===== src/rtl/calc_entry_fsm.sv =====
// Calculator key-entry FSM: builds two BCD operands and an operator.
// Define CALC_CHAIN_EN to chain an operator key in S_RESULT from result.
module calc_entry_fsm (
  input  logic        clk,
  input  logic        rst_n,
  input  logic        key_valid,
  input  logic [3:0]  key_code,
  input  logic [31:0] result,
  output logic [31:0] numberOne,
  output logic [31:0] numberTwo,
  output logic [31:0] operation,
  output logic [1:0]  op_code,
  output logic        flag_NumberOne,
  output logic        flag_Operation,
  output logic        flag_NumberTwo,
  output logic        flag_Enter,
  output logic        calc_start
);

  typedef enum logic [1:0] {
    S_NUM1,
    S_OP,
    S_NUM2,
    S_RESULT
  } state_t;

  state_t      state;
  state_t      stateNext;
  logic [31:0] num1Q;
  logic [31:0] num1D;
  logic [31:0] num2Q;
  logic [31:0] num2D;
  logic [3:0]  opQ;
  logic [3:0]  opD;
  logic [1:0]  codeQ;
  logic [1:0]  codeD;
  logic [3:0]  cnt1Q;
  logic [3:0]  cnt1D;
  logic [3:0]  cnt2Q;
  logic [3:0]  cnt2D;
  logic        startQ;
  logic        startD;

  logic isDigit;
  logic isOper;
  logic isEnter;
  logic isClear;

  assign isDigit = key_code <= 4'd9;
  assign isOper  = (key_code >= 4'd10) &&
                   (key_code <= 4'd13);
  assign isEnter = key_code == 4'd14;
  assign isClear = key_code == 4'd15;

`ifndef CALC_CHAIN_EN
  logic unusedResult;
  assign unusedResult = ^result;
`endif

  // Next-state and datapath update for one consumed key.
  always_comb begin
    stateNext = state;
    num1D     = num1Q;
    num2D     = num2Q;
    opD       = opQ;
    codeD     = codeQ;
    cnt1D     = cnt1Q;
    cnt2D     = cnt2Q;
    startD    = 1'b0;
    if (key_valid) begin
      if (isClear) begin
        stateNext = S_NUM1;
        num1D     = '0;
        num2D     = '0;
        opD       = '0;
        codeD     = '0;
        cnt1D     = '0;
        cnt2D     = '0;
      end else begin
        unique case (state)
          S_NUM1: begin
            if (isDigit && cnt1Q < 4'd8) begin
              num1D = {num1Q[27:0], key_code};
              cnt1D = cnt1Q + 4'd1;
            end else if (isOper &&
                         cnt1Q != 4'd0) begin
              opD       = key_code;
              codeD     = key_code[1:0] - 2'd2;
              stateNext = S_OP;
            end
          end
          S_OP: begin
            if (isDigit) begin
              num2D     = {28'd0, key_code};
              cnt2D     = 4'd1;
              stateNext = S_NUM2;
            end else if (isOper) begin
              opD   = key_code;
              codeD = key_code[1:0] - 2'd2;
            end
          end
          S_NUM2: begin
            if (isDigit && cnt2Q < 4'd8) begin
              num2D = {num2Q[27:0], key_code};
              cnt2D = cnt2Q + 4'd1;
            end else if (isEnter &&
                         cnt2Q != 4'd0) begin
              stateNext = S_RESULT;
              startD    = 1'b1;
            end
          end
          S_RESULT: begin
            if (isDigit) begin
              num1D     = {28'd0, key_code};
              cnt1D     = 4'd1;
              num2D     = '0;
              cnt2D     = '0;
              opD       = '0;
              codeD     = '0;
              stateNext = S_NUM1;
            end
`ifdef CALC_CHAIN_EN
            else if (isOper) begin
              num1D     = result;
              cnt1D     = 4'd8;
              num2D     = '0;
              cnt2D     = '0;
              opD       = key_code;
              codeD     = key_code[1:0] - 2'd2;
              stateNext = S_OP;
            end
`endif
          end
          default: stateNext = S_NUM1;
        endcase
      end
    end
  end

  // State and datapath registers with synchronous reset.
  always_ff @(posedge clk) begin
    if (!rst_n) begin
      state  <= S_NUM1;
      num1Q  <= '0;
      num2Q  <= '0;
      opQ    <= '0;
      codeQ  <= '0;
      cnt1Q  <= '0;
      cnt2Q  <= '0;
      startQ <= 1'b0;
    end else begin
      state  <= stateNext;
      num1Q  <= num1D;
      num2Q  <= num2D;
      opQ    <= opD;
      codeQ  <= codeD;
      cnt1Q  <= cnt1D;
      cnt2Q  <= cnt2D;
      startQ <= startD;
    end
  end

  assign numberOne  = num1Q;
  assign numberTwo  = num2Q;
  assign operation  = {28'd0, opQ};
  assign op_code    = codeQ;
  assign calc_start = startQ;

  assign flag_NumberOne = state != S_NUM1;
  assign flag_Operation = (state == S_NUM2) ||
                          (state == S_RESULT);
  assign flag_NumberTwo = state == S_RESULT;
  assign flag_Enter     = state == S_RESULT;

endmodule


===== config.mk =====
export PLATFORM = sky130hd
export DESIGN_NAME = calc_entry_fsm
export DESIGN_NICKNAME = d
export VERILOG_FILES = /design/src/rtl/calc_entry_fsm.sv
export SDC_FILE = /design/constraint.sdc
export NUM_CORES = 1
export LEC_CHECK = 0
export CAP_MARGIN = 20
export CELL_PAD_IN_SITES_DETAIL_PLACEMENT = 1
export CELL_PAD_IN_SITES_GLOBAL_PLACEMENT = 1
export CORE_MARGIN = 2
export CORE_UTILIZATION = 36
export DETAILED_ROUTE_END_ITERATION = 8
export GPL_TIMING_DRIVEN = 1
export HOLD_SLACK_MARGIN = 0.08
export PLACE_DENSITY_LB_ADDON = 0.12
export SLEW_MARGIN = 0
export SYNTH_ARGS = -nofsm -noshare
export SYNTH_HDL_FRONTEND = slang
export SYNTH_SLANG_ARGS = --single-unit

===== constraint.sdc =====
create_clock -name clk -period 5.9 [get_ports clk]
set_clock_uncertainty 0.1 [all_clocks]
set_input_delay 1.475 -clock clk [delete_from_list [all_inputs] [get_ports clk]]
set_output_delay 1.475 -clock clk [all_outputs]
set_load 0.01 [all_outputs]

==> metrics list, run 1 <==
- Fin crit share: 64.3%
* Via count of the first global-routing pass: about 3300
* Max frequency: 264 MHz
- The first detailed-routing pass took 4 iterations.
- Fraction of registers with async set or reset after synthesis: 0%
- Count of flip-flops with a built-in enable after synthesis: 0
* Clock H-tree levels: 3
- Path category of the worst min-delay check: register to register
* Maximum number of pins on one net before global-route repair: 56
- Area of the core region: 11000 µm²
- The number of hold-slack violations in the final timing report came to 0.
- The share of total power dissipated in combinational logic is approximately an eighth.
* Clock insertion delay at the later pin of the skew report: 0.33 ns
- Type of the worst setup path: input pin to register
- Number of instances in the synthesized netlist: ~450
- Switching part of the total power: a little over a quarter
* Largest cells by area after synthesis: dfxtp_1, mux2i_1, nand3_1
* Global route total overflow: 0
* TritonCTS clock tree: yes
- From synthesis to final layout, the design area changed by 23.3%.
- Summing all multi-input logic gate instances after layout gives 2090 µm².
* Post-CTS clock slew at the launch and capture registers of the worst setup and hold paths: roughly 0.060 ns
- Share of total power in the clock network: 42.7%
- Per report_power, the sequential group accounts for approximately 45% of the total.
* Initial standard-cell utilization of the core: a little under two fifths
- The slowest stage of the critical path is the clkdlybuf4s50_1 cell.
* Sequential cell area in the final layout: approximately 1600 µm²
- Ys flop type: dfxtp_1
* Final setup fails: 0
- Total number of nets in the final design: ~550
- CP required: just over 6 ns
- In this run the cell area of the synthesized design comes to 4090 µm².
- Final routed wire length divided by cell count: approximately 15 µm
* Width of the die: between 100 and 150 µm
- For this block, the routed nets add up to 9990 µm of wire.
- Switching power total: between 300 and 400 µW
* Antenna-violating nets left: 0
- The top cell type by area accounts for 39.2% of the synthesized area.
- Cell with the most instances after synthesis: nand2_1
- Grouping stages by cell kind, the critical path spends the most delay in buffers and inverters.
- Cell internal power was estimated by the tool at 911 µW.
- Share of cells above drive strength 1: 8.45%
- Hold buffer count at cts: 0
- The number of buffers and inverters on the critical path is 2.
- At the worst endpoint, the arrival time is 3.95 ns.
* Via Count: approximately 3300
- Root buf cell: clkbuf_16
* Die Area: between 10000 and 15000 µm²
- IR analysis of the VDD net gives a maximum drop of approximately 110 µV.
- For this design the top-level I/O count stands at 142.
- The clock passes through at most 2 buffers.
- Worst Setup Start Kind: input pin
* Starting DRC count in detailed routing: approximately 130
- Global routing used around 16% of the available tracks.
- Total of buffers placed on input and output ports: 81
* Endpoint class of the critical path: register
* Final critical-path required period: between 3 and 4 ns
* Power density over the cells: between 200 and 250 nW/µm²
* RSZ-0062 raised after global routing: false
* Detailed Place HPWL: 6620 µm
* Global-route wire length before repair: roughly 17000 µm
* Lkg Pwr: 0.00190 µW
- Slowest Stage Delay on Critical Path: between 0.8 and 0.9 ns
* Actual slew at the worst max-slew pin: about 0.61 ns
- Post-route DRC: 0
* Synth warn: 0
* Placed inst area: 4760 µm²
* Max-capacitance violation count: 0
- On the final layout, the worst hold slack is roughly 0.36 ns.
- Including well taps, the total number of placed cells is 633.
- Clock net sink count: 80
- Filler-free cell count of the finished design: 649
- Number of cell rows: 38
- In the routed layout, each cell is associated on average with a via count of ~5.1.
* Top cells by instance count after synthesis: nand2_1, dfxtp_1, mux2i_1
- The number of slew-limit violations in the final report came to 0.
- Setup slack on the critical path of the routed design comes to around 2.1 ns.
* Critical path fanouts, max: 36
- Sequential cell area fraction in the yosys report: 39.2%
* Yosys cell types: 48
* Vertical die dimension: between 100 and 150 µm
- Result of the run: finished, final reports clean
- Worst max-slew margin expressed relative to the limit: between 50 and 60%
* Diode count: 0
* Pre-CTS setup slack: between 1.5 and 2 ns
- The number of antenna violations at the first check in global routing came to 0.
- Final Cell Area: approximately 5000 µm²
- Fillers: 1302
* Clock buffer count from CTS: 9
- Cell-by-cell listing of the critical path: clkdlybuf4s50_1 -> nand4_2 -> o211a_2 -> nor3_4 -> buf_4 -> mux2i_1
- After clock tree synthesis, the repair step resized 0 gates.
- Once the clock tree was built, the setup fixing pass inserted 0 buffers.
* Post-synthesis cell type with the largest combined area: dfxtp_1
- At the end of routability-driven placement, the weighted congestion stood at ~0.83.
- A synthesized cell averages between 9 and 10 µm².
* Total Negative Setup Slacks: 0 ns
* Seq cells post-synth: 80
- The setup check on the worst reg-to-reg path leaves a slack of ~3.6 ns.
==> logic make-up (layout without fill, tap and decap cells) <==
| kind of cell | Yosys count | after routing | share of synthesized area [%] |
|---|---|---|---|
| muxes | 72 | 72 | 17.6 |
| DFF | 80 | 80 | 39.2 |
| other | 1 | 28 | 0.0917 |
| and+or+nand+nor | 176 | 176 | 20.4 |
| xor gates and xnor gates | 1 | 1 | 0.214 |
| buffers and inverters | 77 | 114 | 12.4 |
| AOI/OAI and AO/OA | 29 | 29 | 7.28 |
| adders and majority gates | 9 | 9 | 2.75 |
==> final timing paths <==
check / start / end / cells after the start
worst max-delay path: key_code[1] / numberTwo[18]$_SDFFE_PN0P_ / 6
worst min-delay path: opQ[2]$_SDFFE_PN0P_ / opQ[2]$_SDFFE_PN0P_ / 2
worst max register to register: state[0]$_SDFFE_PN0P_ / numberTwo[18]$_SDFFE_PN0P_ / 6
worst min register to register: opQ[2]$_SDFFE_PN0P_ / opQ[2]$_SDFFE_PN0P_ / 2
==> flip-flops by register name (all words and copies together) (netlist names) <==
register	cells
numberOne	32
numberTwo	32
cnt1Q	4
cnt2Q	4
opQ	4
state	2
calc_start	1
op_code	1
==> placed cells by master, fill, tap and decap left out, types with 2 or more instances in the layout <==
| cell | Yosys | final |
|---|---|---|
| buf_4 | 31 | 7 |
| nor3_1 | 6 | 6 |
| clkdlybuf4s50_1 | 0 | 80 |
| conb_1 | 1 | 28 |
| or3_1 | 2 | 2 |
| a2111o_1 | 2 | 2 |
| o2bb2ai_2 | 2 | 2 |
| dfxtp_1 | 80 | 80 |
| nand3_1 | 68 | 68 |
| o21ai_0 | 2 | 2 |
| inv_6 | 0 | 2 |
| and4b_1 | 2 | 2 |
| nand3_2 | 2 | 2 |
| inv_1 | 11 | 11 |
| nand2_1 | 83 | 83 |
| a41o_1 | 2 | 2 |
| a21o_1 | 2 | 2 |
| o211ai_1 | 4 | 4 |
| clkbuf_16 | 0 | 9 |
| a31oi_1 | 2 | 2 |
| nor4_1 | 2 | 2 |
| mux2i_1 | 72 | 72 |
| ha_1 | 9 | 9 |
| or2_2 | 2 | 2 |
==> power by group through the flow <==
stage               combinational, µW  sequential [µW]  clock [µW]
floorplan                         137              572           0
global placement                  155              570           0
detailed placement                157              570           0
CTS                               158              558         551
global route                      170              559         574
finish                            156              558         533
==> cell type report <==
class,instances,share of cell area (%)
clock buffers,11,4.82
clock inverters,5,0.770
inverters,11,0.819
multi-input cells,315,41.4
flip-flops and latches,80,31.8
well taps,140,3.48
repair buffers,87,16.9
==> metrics by stage <==
stage	total power [µW]	utilization [%]
after global placement	724	43.3
after CTS	1270	45.9
final	1250	45.9
after global routing	1300	45.9
after detailed placement	727	43.3
after floorplan	709	-
==> tightest hold or removal path, delay by kind of cell (launching register included) <==
kind / cells / cell delay (ns)
AOI/OAI and AO/OA: 1 / 0.06
and+or+nand+nor: 1 / 0.05
DFF: 1 / 0.31
==> metal layers <==
metal | global-route usage [%] | part of all wire [%]
met5 | 0 | 0
met4 | 5.00 | 0.76
met3 | 4.56 | 5.3
met2 | 27.2 | 48
met1 | 20.9 | 46
(Power assumes the default switching activity.)
==> run 2, diff against run 1 <==
--- a/config.mk
+++ b/config.mk
@@ -9,7 +9,7 @@
 export CELL_PAD_IN_SITES_DETAIL_PLACEMENT = 1
 export CELL_PAD_IN_SITES_GLOBAL_PLACEMENT = 1
 export CORE_MARGIN = 2
-export CORE_UTILIZATION = 36
+export CORE_UTILIZATION = 30
 export DETAILED_ROUTE_END_ITERATION = 8
 export GPL_TIMING_DRIVEN = 1
 export HOLD_SLACK_MARGIN = 0.08
==> constraint.sdc (replaced) <==
create_clock -name clk -period 3.1 [get_ports clk]
set_clock_uncertainty 0.1 [all_clocks]
set_input_delay 0.775 -clock clk [delete_from_list [all_inputs] [get_ports clk]]
set_output_delay 0.775 -clock clk [all_outputs]
set_load 0.01 [all_outputs]
==> run 2 against run 1 <==
Global-route usage fell by 1.9 points. Sequential power rose by 90%. Power rose by 98%. Register-to-register slack got worse by 2.7 ns. Highest routed layer unchanged. Core utilization fell by 6.9 points. Largest cell class unchanged. Critical endpoint is now flag_Operation. Die area rose by 19%. Worst setup slack got worse by 1.9 ns. Hold slack got worse by 0.0014 ns.
==> metrics list, run 2 (synthesis gave the netlist of run 1 again) <==
- The worst path in the final design needs a cycle of 2.85 ns, including I/O delays and setup.
- Final Cell Area: 5180 µm² (was 5040 µm²)
- Fillers: 1518 (was 1302)
- Post-CTS clock slew at the launch and capture registers of the worst setup and hold paths: 0.06 ns (about the same)
* Post-route DRC: 0 (unchanged)
- Fin crit share: about nine tenths
- Global-route wire length before repair: 16800 µm (was 16600 µm)
- The total of buffers placed on input and output ports is 81 (unchanged).
- Leading cell types in the layout, fill and taps excluded: nand2_1, dfxtp_1, clkdlybuf4s50_1 (unchanged)
- Type of the worst setup path: register to primary output (was input pin to register)
- Diode count: 0 (unchanged)
- Total number of nets in the final design: 555 (was 552)
- The leading cell type in the layout, fill and taps excluded is nand2_1 (unchanged).
* Min-Delay Endpoint: numberTwo[28]$_SDFFE_PN0P_ (was opQ[2]$_SDFFE_PN0P_)
* Root buf cell: clkbuf_16 (unchanged)
- RSZ-0062 raised after global routing: false (unchanged).
- The register-to-register path setup slack came to 0.90 ns (was 3.55 ns).
* Share of the core filled with cells in the final layout: 39.0% (was 45.9%)
- The depth of the worst register-to-register path came to 6 (unchanged).
- Share of cells above drive strength 1: 9.18% (was 8.45%)
- Worst max-slew margin expressed relative to the limit: 57.2% (was 59.6%)
- The start point of the worst min-delay path was numberTwo[28]$_SDFFE_PN0P_ (was opQ[2]$_SDFFE_PN0P_).
- The areal power density over the cells came to 477 nW/µm² (was 247 nW/µm²).
- Clock H-tree levels: 3 (unchanged)
* Beginning of the worst register-to-register path: state[0]$_SDFFE_PN0P_ (unchanged)
* Starting DRC count in detailed routing: 96 (was 128)
- The number of hold-slack violations in the final timing report is 0 (unchanged).
- The data required time at the worst endpoint came to 2.22 ns (was 6.06 ns).
* Slowest Stage Delay on Critical Path: 0.53 ns (was 0.82 ns)
- Number of cell rows: 42 (was 38)
- Final RePlAce weighted congestion: 0.778 (was 0.828)
- Placed inst area: 4870 µm² (was 4760 µm²)
- The placed wire-length estimate after detailed placement came to 6710 µm (was 6620 µm).
- DR vias/cell: 4.77 (was 5.08)
- Critical path fanouts, max: 12 (was 36)
* Clock Path Buffers: 2 (unchanged)
- The area of the placeable core is 13300 µm² (was 11000 µm²).
- The latest clock arrival within the worst-skew pair came to 0.34 ns (was 0.33 ns).
- The accumulated negative setup slack came to 0 ns (unchanged).
* Worst hold slack: 0.358 ns (was 0.359 ns)
- Max frequency: around 350 MHz
* Global route total overflow: 0 (unchanged)
* Final Routed Wirelength: 10200 µm (was 9990 µm)
- Die Area: 14600 µm² (was 12200 µm²)
* Hold buffer count at cts: 0 (unchanged)
- The first-pass detailed-route iteration total was 4 (unchanged).
* Endpoint class of the critical path: primary output (was register)
- Slack of the critical path: 0.254 ns (was 2.11 ns)
- The horizontal die dimension came to 121 µm (was 111 µm).
- Launching instance or port of the critical path: state[0]$_SDFFE_PN0P_ (was key_code[1])
* Worst Setup Start Kind: register (was input pin)
- The number of stages on the worst hold path came to 2 (unchanged).
- Layout Area Growth over Synthesis: 26.7% (was 23.3%)
- The number of global-route vias before repair came to 3310 (was 3338).
- Number of primary I/O pins: 142 (unchanged)
- The peak supply drop was 253 µV (was 110 µV).
- The total routing usage reported by global routing came to 14.5% (was 16.4%).
- The quantity of gates resized following cts is 0 (unchanged).
- The clock tree from TritonCTS is yes (unchanged).
* Antenna-violating nets left: 0 (unchanged)
- The standby leakage power was 0.00194 µW (was 0.00190 µW).
- Actual slew at the worst max-slew pin: 0.642 ns (was 0.606 ns)
- Final setup fails: 0 (unchanged)
- The cell with the largest stage delay on the worst path was clkdlybuf4s50_1 (unchanged).
* Cell-by-cell listing of the critical path: ha_1 -> or2_2 -> clkdlybuf4s50_1 (was clkdlybuf4s50_1 -> nand4_2 -> o211a_2 -> nor3_4 -> buf_4 -> mux2i_1)
- Path category of the worst min-delay check: register to register (unchanged)
* Number of setup buffers added after CTS: 0 (unchanged)
- Vertical die dimension: 121 µm (was 111 µm)
- Maximum number of pins on one net before global-route repair: 146 (was 56)
- Final routed wire length divided by cell count: 14.9 µm (was 15.4 µm)
- The clock sink count was 80 (unchanged).
- Number of antenna violations at the first check in global routing: 0 (unchanged)
- The max-cap violation count was 0 (unchanged).
- Result of the run: finished, final reports clean (unchanged).
- WP data arrival: 1.97 ns (was 3.95 ns)
- Clock buffer count from CTS: 9 (unchanged)
- The effective utilization at floorplan was 30.7% (was 37.2%).
- Pre-CTS setup slack: 0.123 ns (was 1.72 ns)
- The destination of the worst register-to-register timing path was numberTwo[2]$_SDFFE_PN0P_ (was numberTwo[18]$_SDFFE_PN0P_).
- Via Count: 3279 (was 3296)
- The number of slew-limit violations in the final report is 0 (unchanged).
[run 2: changes by cell type in the layout (fill, tap and decap cells not counted), sizes merged]
cell / delta
clkbuf: -1
buf: +3
bufinv: +1
[run 2: cell type report]
class / instances / area, µm² / share of cell area (%)
clock buffers: 10 / 239 / 4.61
flip-flops and latches: 80 / 1600 / 30.9
repair buffers: 90 / 926 / 17.9
clock inverters: 6 / 65.1 / 1.26
multi-input cells: 315 / 2090 / 40.3
inverters: 11 / 41.3 / 0.797
well taps: 176 / 220 / 4.25
[run 2: stage by stage]
step / cells / power, µW
finish: 688 / 2470
global route: 688 / 2600
floorplan: 472 / 1350
detailed placement: 672 / 1400
global placement: 672 / 1390
CTS: 688 / 2520
[run 2: how the worst max path moves through the flow]
stage	endpoint	slack, ns
2_1_floorplan	numberTwo[23]$_SDFFE_PN0P_	0.84
3_3_place_gp	state[0]$_SDFFE_PN0P_	0.14
3_5_place_dp	state[0]$_SDFFE_PN0P_	0.12
4_1_cts	flag_Operation	0.20
5_1_grt	flag_Operation	0.1
6_report	flag_Operation	0.25
[run 2: power breakdown]
| part | total [µW] | switching (µW) | internal (µW) |
|---|---|---|---|
| clock | 1100 | 451 | 649 |
| sequential | 1060 | 15.4 | 1050 |
| combinational | 308 | 183 | 125 |
[run 2: critical path, delay by kind of cell, from the launching register on]
family | cells | cell delay (ns)
buf+inv | 1 | 0.53
fa+ha+maj | 1 | 0.51
flops | 1 | 0.39
simple gates | 1 | 0.21
[run 2: metal layers]
metal  GRT usage, %  vias up  wire, µm
li1               -     1602         -
met1           18.7     1601      4780
met2           22.5       68      4720
met3           5.75        8       655
met4           4.14        0        80
met5              0        -         0
==> run 3, diff against run 2 <==
--- a/config.mk
+++ b/config.mk
@@ -10,6 +10,7 @@
 export CELL_PAD_IN_SITES_GLOBAL_PLACEMENT = 1
 export CORE_MARGIN = 2
 export CORE_UTILIZATION = 30
+export CTS_CLUSTER_SIZE = 16
 export DETAILED_ROUTE_END_ITERATION = 8
 export GPL_TIMING_DRIVEN = 1
 export HOLD_SLACK_MARGIN = 0.08
==> results of run 3 <==
No change in the layout: final DEF, timing and power equal those of run 2.
